## src/rtl/bullet_bill_controller.sv

```systemverilog
// BulletBill projectile controller: three slots, frame-paced movement,
// hit detection against the DDAVER grid and cooldown-gated spawning.
module bullet_bill_controller #(
  parameter int MOVE_FRAMES     = 4,
  parameter int SPAWN_COL       = 2,
  parameter int LAST_COL        = 15,
  parameter int COOLDOWN_FRAMES = 8
) (
  input  logic        clk,
  input  logic        rstN,
  input  logic        frameTick,
  input  logic        fire,
  input  logic [11:0] fireColor,
  input  logic [3:0]  blockieee,
  input  logic [11:0] ddavers [0:4][0:5],
  output logic [11:0] bulletBillColor [0:2],
  output logic [3:0]  bulletBillXLoc [0:2],
  output logic [3:0]  bulletBillYLoc [0:2],
  output logic        fireAccepted,
  output logic        hitValid,
  output logic [2:0]  hitRow,
  output logic [2:0]  hitCol,
  output logic        hitMatch,
  output logic [2:0]  fsmState
);

  localparam int FCW = (MOVE_FRAMES > 1) ? $clog2(MOVE_FRAMES) : 1;
  localparam int CDW = $clog2(COOLDOWN_FRAMES + 1);

  typedef enum logic [2:0] {IDLE, MOVE, CHECK0, CHECK1, CHECK2, SPAWN} state_t;

  state_t         state;
  logic [FCW-1:0] frameCnt;
  logic [CDW-1:0] cooldown;
  logic           pendingFire;
  logic [11:0]    pendColor;
  logic [3:0]     pendRow;

  logic [1:0]  chkIdx;
  logic [11:0] chkColor;
  logic [3:0]  chkX;
  logic [3:0]  chkY;
  logic        inRange;
  logic [2:0]  rowIdx;
  logic [2:0]  colIdx;
  logic [11:0] enemy;
  logic        hit;
  logic [1:0]  freeIdx;
  logic        freeAvail;
  logic [11:0] spawnColor;
  logic [3:0]  spawnRow;
  logic        spawnOk;

  assign fsmState = state;

  always_comb begin
    case (state)
      CHECK1:  chkIdx = 2'd1;
      CHECK2:  chkIdx = 2'd2;
      default: chkIdx = 2'd0;
    endcase
    chkColor = bulletBillColor[chkIdx];
    chkX     = bulletBillXLoc[chkIdx];
    chkY     = bulletBillYLoc[chkIdx];
    // Only odd rows 1..9 and even columns 4..14 overlay an enemy cell.
    inRange  = (chkColor != 12'd0) && chkY[0] && (chkY <= 4'd9) &&
               !chkX[0] && (chkX >= 4'd4) && (chkX <= 4'd14);
    rowIdx   = inRange ? chkY[3:1] : 3'd0;
    colIdx   = inRange ? (chkX[3:1] - 3'd2) : 3'd0;
    enemy    = ddavers[rowIdx][colIdx];
    hit      = inRange && (enemy != 12'd0);

    freeIdx   = 2'd0;
    freeAvail = 1'b0;
    for (int i = 2; i >= 0; i--) begin
      if (bulletBillColor[i] == 12'd0) begin
        freeIdx   = 2'(i);
        freeAvail = 1'b1;
      end
    end

    // A fire arriving in the SPAWN cycle itself is consumed there.
    spawnColor = fire ? fireColor : pendColor;
    spawnRow   = fire ? blockieee : pendRow;
    spawnOk    = (pendingFire || fire) && (cooldown == '0) &&
                 (spawnColor != 12'd0) && (spawnRow <= 4'd10) && freeAvail;
  end

  always_ff @(posedge clk or negedge rstN) begin
    if (!rstN) begin
      state        <= IDLE;
      frameCnt     <= '0;
      cooldown     <= '0;
      pendingFire  <= 1'b0;
      pendColor    <= 12'd0;
      pendRow      <= 4'd0;
      fireAccepted <= 1'b0;
      hitValid     <= 1'b0;
      hitRow       <= 3'd0;
      hitCol       <= 3'd0;
      hitMatch     <= 1'b0;
      for (int i = 0; i < 3; i++) begin
        bulletBillColor[i] <= 12'd0;
        bulletBillXLoc[i]  <= 4'd0;
        bulletBillYLoc[i]  <= 4'd0;
      end
    end else begin
      fireAccepted <= 1'b0;
      hitValid     <= 1'b0;
      if (fire) begin
        pendingFire <= 1'b1;
        pendColor   <= fireColor;
        pendRow     <= blockieee;
      end
      case (state)
        IDLE: if (frameTick) state <= MOVE;
        MOVE: begin
          if (frameCnt == FCW'(MOVE_FRAMES - 1)) begin
            frameCnt <= '0;
            for (int i = 0; i < 3; i++) begin
              if (bulletBillColor[i] != 12'd0) begin
                if (bulletBillXLoc[i] < 4'(LAST_COL)) begin
                  bulletBillXLoc[i] <= bulletBillXLoc[i] + 4'd1;
                end else begin
                  bulletBillColor[i] <= 12'd0;
                  bulletBillXLoc[i]  <= 4'd0;
                  bulletBillYLoc[i]  <= 4'd0;
                end
              end
            end
          end else begin
            frameCnt <= frameCnt + FCW'(1);
          end
          if (cooldown != '0) cooldown <= cooldown - CDW'(1);
          state <= CHECK0;
        end
        CHECK0, CHECK1, CHECK2: begin
          if (hit) begin
            hitValid                <= 1'b1;
            hitRow                  <= rowIdx;
            hitCol                  <= colIdx;
            hitMatch                <= (chkColor == enemy);
            bulletBillColor[chkIdx] <= 12'd0;
            bulletBillXLoc[chkIdx]  <= 4'd0;
            bulletBillYLoc[chkIdx]  <= 4'd0;
          end
          case (state)
            CHECK0:  state <= CHECK1;
            CHECK1:  state <= CHECK2;
            default: state <= SPAWN;
          endcase
        end
        SPAWN: begin
          pendingFire <= 1'b0;
          if (spawnOk) begin
            bulletBillColor[freeIdx] <= spawnColor;
            bulletBillXLoc[freeIdx]  <= 4'(SPAWN_COL);
            bulletBillYLoc[freeIdx]  <= spawnRow;
            fireAccepted             <= 1'b1;
            cooldown                 <= CDW'(COOLDOWN_FRAMES);
          end
          state <= IDLE;
        end
        default: state <= IDLE;
      endcase
    end
  end

endmodule

```

## config.mk

```make
export PLATFORM = sky130hd
export DESIGN_NAME = bullet_bill_controller
export DESIGN_NICKNAME = d
export VERILOG_FILES = /design/src/rtl/bullet_bill_controller.sv
export SDC_FILE = /design/constraint.sdc
export NUM_CORES = 1
export LEC_CHECK = 0
export CAP_MARGIN = 20
export CORE_AREA = 2 2 174 176
export DETAILED_ROUTE_END_ITERATION = 10
export DIE_AREA = 0 0 176 178
export PLACE_DENSITY_LB_ADDON = 0.1
export SYNTH_ARGS = -nofsm -noshare
export SYNTH_HDL_FRONTEND = slang
export SYNTH_SLANG_ARGS = --single-unit
export TNS_END_PERCENT = 20
```

## constraint.sdc

```tcl
create_clock -name clk -period 5.05 [get_ports clk]
set_clock_uncertainty 0.1 [all_clocks]
set_input_delay 0.505 -clock clk [delete_from_list [all_inputs] [get_ports clk]]
set_output_delay 0.505 -clock clk [all_outputs]
set_load 0.005 [all_outputs]
```

### Word level (Yosys, flattened, before mapping)

Cells that the tools add are included.

* register bits after elaboration: 95
* bits of input ports: 380
* output and inout port bits: 72
* logic and storage cells: 186

* $add $sub $neg: 6
* $lt $le $gt $ge: 13
* eq/ne operators: 18
* multiplexer cells: 79
* bitwise logic cells: 12
* reduce and logical (&&, ||, !) cells: 38

Operators with widths (number)
* 12-bit 2-to-1 mux: 19
* 72-bit binary-select mux with 3-bit select: 1
* 72-bit 2-to-1 mux: 2
* 36-bit 2-to-1 mux: 3
* 36-bit case mux with 3 select lines: 1
* 4-bit 2-to-1 mux: 21
* 12-bit case mux with 3 select lines: 2
* 12-bit nonzero test: 6
* 12-bit demux with 2-bit select: 2
* 36-bit bitwise AND: 1
* 12-bit binary-select mux with 3-bit select: 1
* 36-bit bitwise mux: 1
* 12-bit zero test: 3
* 36-bit NOT: 1
* 12-bit bitwise AND: 2
* 12-bit binary-select mux with 2-bit select: 1
* 2-bit != test, second input constant: 11
* 6-bit AND reduction: 3
* 4-bit binary-select mux with 2-bit select: 2
* 4-bit demux with 2-bit select: 2
* 5-bit AND reduction: 3
* 4-bit by 1-bit adder with 4-bit output, second input constant: 3
* 12-bit bitwise mux: 1
* 12-bit equality test: 1
* other kinds (37): 73

### Depth between registers and ports, before layout

Gate-level depths: netlist (run 1).

* depth after elaboration: 24
* gate-level depth with buffers: 24
* mapped depth without buffers: 16

### Worst setup path before layout (run 1)

Ideal clock, no wire load.

* path kind: reg-to-reg
* start point: register state[2], in the netlist fsmState[2]
* end point: register hitCol[0]
* setup time: 125 ps
* arrival time: 4910 ps
* data required time: 4825 ps
* path slack: -85 ps
* stages on the path, launching flop included: 21
* path buffers: 6
* period minus slack after synthesis: 5135 ps
* cells stage by stage: dfrtp_1 buf_4 buf_2 o21ai_1 o311a_1 inv_1 clkbuf_1 clkbuf_1 clkbuf_1 ha_1 a311oi_2 nand2_2 or3_1 clkbuf_1 nand3_1 a21oi_1 or4_4 or4_4 nor4_4 nor3_4 mux2_4

* longest elaborated chain between the ends: 23
* elaborated cells on any way between the ends: 39
* those cells by class: add/sub (1); order compare (3); eq/ne (3); mux (18); bitwise (3); reduce/logical (11)

Ends and longest elaborated chain
* start, declared: line 32 `state_t state;`
* start signal, assigned: line 91 `state <= IDLE;`
* start signal, assigned: line 116 `IDLE: if (frameTick) state <= MOVE;`
* start signal, assigned: line 135 `state <= CHECK0;`
* parallel branches: the longest is 23 deep, another holds 4-bit <= comparator
* end signal, assigned: line 141 `hitCol <= colIdx;`
* end, declared: line 22 `output logic [2:0] hitCol,`

Several ways; the timed one is not identified. The select of a mux whose other input is x is not followed.
A chain may end at the register's enable or synchronous reset.

### Final worst setup path (run 1)

* start point: register state[0], in the netlist fsmState[0]
* end point: register hitCol[2]

The elaborated chain is that of the path after synthesis.

==> metrics.md, run 1 <==
| Metric | Value |
|---|---|
| Full die area | `~0.031 mm2` |
| Grt total ovfl | `0` |
| Pwr Total | `between 10000 and 15000 uW` |
| DRT iter0 DRCs | `1175` |
| Clock root buffer | `clkbuf_16` |
| Final #Nets | `roughly 2200` |
| Vias per cell | `between 5 and 6` |
| Total of max-cap violations | `0` |
| Top FF cell, synth | `dfrtp_1` |
| Top cells by instance count after synthesis | `nand2_1 (254), dfrtp_1 (95), nand3_1 (90)` |
| First-pass GRT wire length | `77500 um` |
| CP endpoint kind | `register` |
| Required time of the critical path | `approximately 5.2 ns` |
| Largest net degree at the start of global routing | `62` |
| Slew of the pin with the lowest slew margin | `approximately 0.77 ns` |
| Largest cells by area after synthesis | `dfrtp_1 (26%), nand2_1 (10%), nand3_1 (4.9%)` |
| Worst-Skew Late Latency | `between 0.3 and 0.4 ns` |
| CTS buffer count | `9` |
| Leak | `approximately 0.0064 uW` |
| Pins Over Slew Limit | `0` |
| Worst VDD drop | `0.348 mV` |
| Critical setup path kind | `register to register` |
| CTS Sinks | `between 90 and 100` |
| Post-synthesis sequential area ratio | `around a quarter` |
| Post-synthesis cell area | `a little over 0.009 mm2` |
| R2r setup slk | `0.14 ns` |
| Pwr Density | `between 600 and 700 mW/mm2` |
| Post-synth EDFFs | `0` |
| Drt pass-1 iters | `6` |
| Synthesized Nets | `approximately 1600` |
| Slack of the critical path | `0.135 ns` |
| Syn_area_per_cell | `between 7 and 8 um2` |
| Warnings from Yosys | `0` |
| Die Wd | `176 um` |
| CP max FO | `12` |
| Routed WL | `54000 um` |
| Synthesized instance count | `1255` |
| Routability cong. | `between 0.9 and 1` |
| Chip Height | `between 150 and 200 um` |
| Area Overhead vs Synth | `71.8%` |
| Initial antenna violation count | `11` |
| Dpl hpwl | `around 43000 um` |
| Core area | `just under 0.03 mm2` |
| Arr. time, crit path | `between 5 and 6 ns` |
| H-Tree Depth | `3` |
| Drc violations | `0` |
| Port Buffers | `roughly 450` |
| Tightest Hold Check Type | `input pin to asynchronous set/reset pin` |
| Final critical-path required period | `just under 5 ns` |
| FMAX | `around 200 MHz` |
| Count leader, synth | `nand2_1` |
| Row count | `63` |
| Initial core utilization | `a little under a third` |
| Detailed-route wire length per cell | `24.5 um` |
| Synth top area share | `25.6%` |
| Async set-reset flop share out of synthesis | `between 90% and 100%` |
| Slew HR | `roughly half` |
| Share of layout cells above drive strength 1 | `roughly 16%` |
| Status | `complete, no violations` |
| Worst-case clock buffer depth | `2` |
| Ports | `452` |
| Tcrit/Tclk final | `between 90% and 100%` |
| Worst-path clk slew | `0.07 ns` |
| Seq cells post-synth | `between 90 and 100` |
| Vias in the first global route | `roughly 12000` |
| Final setup vio count | `0` |
| Final hold viol count | `0` |
| Yosys top cell by area | `dfrtp_1` |
| Startpoint types | `register` |
| Total track usage | `between 30 and 40%` |
| ANT nets after route | `0` |
| Synth cell types | `92` |
| CTS tree | `done` |
| Vias after detailed routing | `between 10000 and 15000` |
| DP Worst Slack | `-0.124 ns` |
-- worst max-delay path: stages, from the launching register on --
cell,delay (ns)
dfrtp_2,0.45
buf_4,0.16
or2_4,0.25
buf_12,0.16
o221ai_1,0.16
a21oi_1,0.10
nand4_1,0.14
buf_4,0.14
nor4_4,0.04
buf_12,0.13
buf_2,0.17
buf_4,0.15
o31ai_2,0.24
o31a_1,0.20
o211ai_1,0.09
or4_4,0.52
or4_4,0.56
buf_4,0.16
nor4_4,0.31
nor3_4,0.08
buf_12,0.17
mux2_4,0.30
-- placed cells by master (no fill, tap or decap), types with 8 or more instances in the layout --
cell type	Yosys	routed
clkdlybuf4s50_1	0	450
nand2_1	254	252
buf_4	2	159
dfrtp_1	95	92
nand3_1	90	90
a21oi_1	72	66
nor2_1	60	58
o21ai_0	64	58
inv_1	48	47
mux2i_1	39	39
o2bb2ai_1	36	35
a31oi_1	22	22
o22ai_1	20	19
nor3_1	20	18
and3_1	18	18
nor2b_1	16	14
a211oi_1	14	14
nand4_1	13	13
nor4_1	13	13
diode_2	0	12
buf_12	0	12
a22o_1	10	10
nor3b_1	12	9
o221ai_1	13	9
a21boi_0	9	9
o211ai_1	9	9
mux2_2	9	9
a22oi_1	9	9
xnor2_1	9	9
clkbuf_16	0	9
a21o_1	8	8
a32oi_1	9	8
o31ai_1	9	8
a221oi_1	9	8
-- routing by layer --
metal  global-route usage (%)  up-vias  share of wire (%)
met1                     40.5     6044                 40
met4                     15.7        0                4.1
met3                     4.80      100                6.6
met5                        0        -                  0
li1                         -     5757                  -
met2                     57.0      562                 50
-- where the power goes --
part,total [uW],internal (uW),leakage (uW),switching [uW]
Sequential,1410,1000,0.00124,402
Combinational,8390,3610,0.00504,4780
Clock,662,341,0.000136,321
Total,10500,4960,0.00642,5500
-- final cells by class --
cell class / count / area, um2
Timing Repair Buffer: 627 / 6000
Tap cell: 390 / 488
Inverter: 49 / 184
Antenna cell: 12 / 30.0
Clock inverter: 7 / 56.3
Clock buffer: 9 / 225
Sequential cell: 95 / 2380
Multi-Input combinational cell: 1011 / 6560
Fill cell: 2818 / 13500
-- path summary, 6_finish.rpt --
kind                            cells past startpoint   startpoint                 to
worst max-delay path                               21  fsmState[0]          hitCol[2]
worst min-delay path                                1         rstN  bulletBillXLoc[3]
worst max register to register                     21  fsmState[0]          hitCol[2]
worst min register to register                      2  pendingFire        pendingFire
max in group asynchronous                           2         rstN           hitMatch
min in group clk                                    2  pendingFire        pendingFire
-- registers in the layout, summed over array words and instances, names as in the netlist --
signal	flops
bulletBillColor	36
bulletBillXLoc	12
bulletBillYLoc	12
cooldown	4
fireAccepted	1
frameCnt	2
fsmState	3
hitCol	3
hitMatch	1
hitRow	3
hitValid	1
pendColor	12
pendRow	4
pendingFire	1
-- metrics by stage --
stage	utilization, %	hold WS, ns	cell area [um2]	std cells	setup TNS (ns)
finish	54.2	0.0107	15900	2200	0
global route	54.2	0.0516	15900	2198	-0.227
CTS	52.4	0.0264	15400	2168	0
detailed placement	51.5	0.392	15100	2152	-0.971
global placement	51.5	0.380	15100	2152	-1.36
floorplan	-	0.109	9280	1255	-0.0475
-- cells by family (layout without fill, tap and decap cells) --
family | after synthesis | count (layout) | share of synthesized area [%]
AND/OR/NAND/NOR | 538 | 538 | 27.7
AO/OA/AOI/OAI | 395 | 395 | 30.5
buffers and inverters | 149 | 692 | 7.31
flip-flops | 95 | 95 | 25.6
multiplexers | 56 | 56 | 6.56
XOR/XNOR | 15 | 15 | 1.42
adder cells (fa/ha/maj) | 7 | 7 | 0.944
other | 0 | 12 | 0
-- timing repair --
item | CTS | global route
pin swaps | 0 | 14
hold endpoints to repair | 0 | 0
setup endpoints to repair | 40 | 68
resized for setup | 3 | 68
buffers inserted | 0 | 20
hold buffers | 0 | 0
(Power assumes the default switching activity.)
==> run 2, diff against run 1 <==
Settings changed: CORE_AREA 2 2 174 176 to 2 2 176 178, DIE_AREA 0 0 176 178 to 0 0 178 180, SLEW_MARGIN set to 20.
Clock period 5.05 ns to 4.6 ns, I/O delays scaled along.
==> run 2 against run 1 <==
  * The run now ends with setup timing left
  * Count of clock-buffer cells in the layout up 2
  * Critical path depth down 3
  * Fmax is 4.4% higher
  * Largest cell class unchanged
  * Combinational power increased by 19%
  * Setup slack got worse by 0.24 ns
  * Die area up 2.3%
  * Cell count grew 3.5%
  * Hold slack better by 0.033 ns
==> metrics.md, run 2 (synthesis gave the netlist of run 1 again) <==
| Metric | Value |
|---|---|
| Chip Height | `approximately 180 um` |
| Final setup vio count | `10` |
| Pins Over Slew Limit | `0` |
| CTS buffer count | `9` |
| Final instance area | `approximately 0.017 mm2` |
| Share of layout cells above drive strength 1 | `roughly a fifth` |
| Worst-path clk slew | `about 0.070 ns` |
| Final critical-path required period | `~4.7 ns` |
| Worst-Skew Late Latency | `about 0.35 ns` |
| Most flop-heavy register | `bulletBillColor` |
| Routed WL | `~56000 um` |
| Ports | `between 400 and 500` |
| Fillers | `2880` |
| Arr. time, crit path | `around 4.9 ns` |
| CTS tree | `done` |
| Detailed-route wire length per cell | `24.5 um` |
| Dpl hpwl | `roughly 46000 um` |
| Vias per cell | `5.56` |
| Largest net degree at the start of global routing | `between 50 and 60` |
| Max reg flops | `36` |
| CP max FO | `12` |
| DP Area | `between 0.015 and 0.02 mm2` |
| Grt total ovfl | `0` |
| Register area | `roughly 0.0024 mm2` |
| Routability cong. | `about 0.95` |
| Fin cells | `2277` |
| Final setup TNS | `-0.730 ns` |
| Pwr Density | `approximately 730 mW/mm2` |
| Failing checks | `setup timing` |
| Final core utilization | `roughly 55%` |
| Critical setup path kind | `register to register` |
| Final hold viol count | `0` |
| Unrepaired setup endpoints after global routing | `yes` |
| CP endpoint kind | `register` |
| # hold bufs at CTS | `0` |
| Port Buffers | `between 400 and 500` |
| Post-placement cell count | `between 2000 and 2500` |
| Total of max-cap violations | `0` |
| Drt pass-1 iters | `5` |
| H-Tree Depth | `3` |
| Initial antenna violation count | `16` |
| Initial core utilization | `roughly 31%` |
| Tcrit/Tclk final | `102%` |
| Tightest Hold Check Type | `input pin to asynchronous set/reset pin` |
| Area Overhead vs Synth | `80.0%` |
| Drc violations | `0` |
| Die Wd | `around 180 um` |
| Multi-input gate area | `approximately 0.0067 mm2` |
| DRT iter0 DRCs | `932` |
| Leak | `between 0.006 and 0.007 uW` |
| Status | `complete, but fails checks` |
| Vias in the first global route | `around 13000` |
| Row count | `64` |
| Full die area | `between 0.03 and 0.04 mm2` |
| Most frequent cells in the layout | `clkdlybuf4s50_1 (450), nand2_1 (248), buf_4 (221), dfrtp_1 (92), nand3_1 (88)` |
| Slew of the pin with the lowest slew margin | `0.770 ns` |
| Worst VDD drop | `a little over 0.4 mV` |
| Worst-case clock buffer depth | `2` |
| Core area | `slightly above 0.03 mm2` |
| Pwr Total | `roughly 12000 uW` |
| Commonest non-fill, non-tap cell in the layout | `clkdlybuf4s50_1` |
| Final #Nets | `around 2200` |
| Required time of the critical path | `approximately 4.7 ns` |
| Total track usage | `between 30 and 40%` |
| First-pass GRT wire length | `between 70000 and 80000 um` |
| CTS Sinks | `95` |
| Slack of the critical path | `-0.108 ns` |
| Slew HR | `roughly 49%` |
| Clock root buffer | `clkbuf_16` |
| ANT nets after route | `0` |
| Startpoint types | `register` |
| Vias after detailed routing | `12700` |
| FMAX | `roughly 210 MHz` |
[run 2: changes by cell type in the layout (fill, tap and decap cells not counted), moves of 4 or more]
| cell | before | now |
|---|---|---|
| buf_12 | 12 | 16 |
| buf_4 | 159 | 221 |
| o21ai_0 | 58 | 63 |
| o2bb2ai_1 | 35 | 19 |
| o311ai_1 | 0 | 4 |
| a21oi_1 | 66 | 70 |
| nand2_1 | 252 | 248 |
| o2bb2ai_2 | 1 | 17 |
| o221ai_2 | 5 | 1 |
| o221ai_1 | 9 | 13 |
| a21oi_2 | 7 | 1 |
[run 2: final timing paths]
| path | from | end | slack (ns) | cells past startpoint |
|---|---|---|---|---|
| min in group clk | pendingFire | pendingFire | 0.41 | 2 |
| max in group asynchronous | rstN | pendColor[10] | 3.29 | 2 |
| setup / recovery | fsmState[0] | hitRow[2] | -0.11 | 18 |
| setup reg to reg | fsmState[0] | hitRow[2] | -0.11 | 18 |
| hold reg to reg | pendingFire | pendingFire | 0.41 | 2 |
| hold / removal | rstN | cooldown[3] | 0.04 | 1 |
[run 2: layout make-up]
class / instances / share of cell area (%)
tap: 396 / 2.97
antenna: 14 / 0.210
clock inverter: 5 / 0.397
clock buffer: 11 / 1.45
multi-input combinational: 1012 / 40.2
timing repair buffer: 695 / 39.4
sequential: 95 / 14.3
inverter: 49 / 1.10
[run 2: critical path: stages (launching register included)]
cell and delay (ns):
dfrtp_2 0.46, buf_4 0.16, a21o_1 0.20, buf_12 0.14, a21o_1 0.17, o311ai_1 0.12
nand2_1 0.18, nor4_4 0.33, buf_6 0.18, nor2_1 0.05, buf_4 0.19, a211oi_2 0.26
o211ai_1 0.14, or4_4 0.51, or4_4 0.54, buf_4 0.17, nor4_4 0.17, nor3_4 0.15
mux2_4 0.35
[run 2: timing repair]
item	CTS	global route
pin swaps	6	15
buffers inserted	2	6
resized for setup	16	59
cloned	0	2
setup endpoints to repair	67	68
[run 2: where the power goes]
group          switching, uW  leakage (uW)  internal, uW
clock                    347      0.000148           443
sequential               356       0.00124          1100
combinational           5630       0.00544          4350
[run 2: routing by layer]
metal | vias to the layer above | part of all wire [%] | track usage [%]
met5 | - | 0.059 | 0
met4 | 6 | 5.3 | 17.6
met3 | 129 | 6.2 | 4.76
met2 | 519 | 50 | 57.8
met1 | 6091 | 39 | 39.5
li1 | 5920 | - | -
[run 2: per-stage QoR]
step / worst slack [ns] / hold slack, ns
finish: -0.108 / 0.0435
global route: -0.253 / 0.0936
detailed placement: -0.421 / 0.390
floorplan: -0.0740 / 0.0644
global placement: -0.277 / 0.383
CTS: -0.0909 / 0.0625
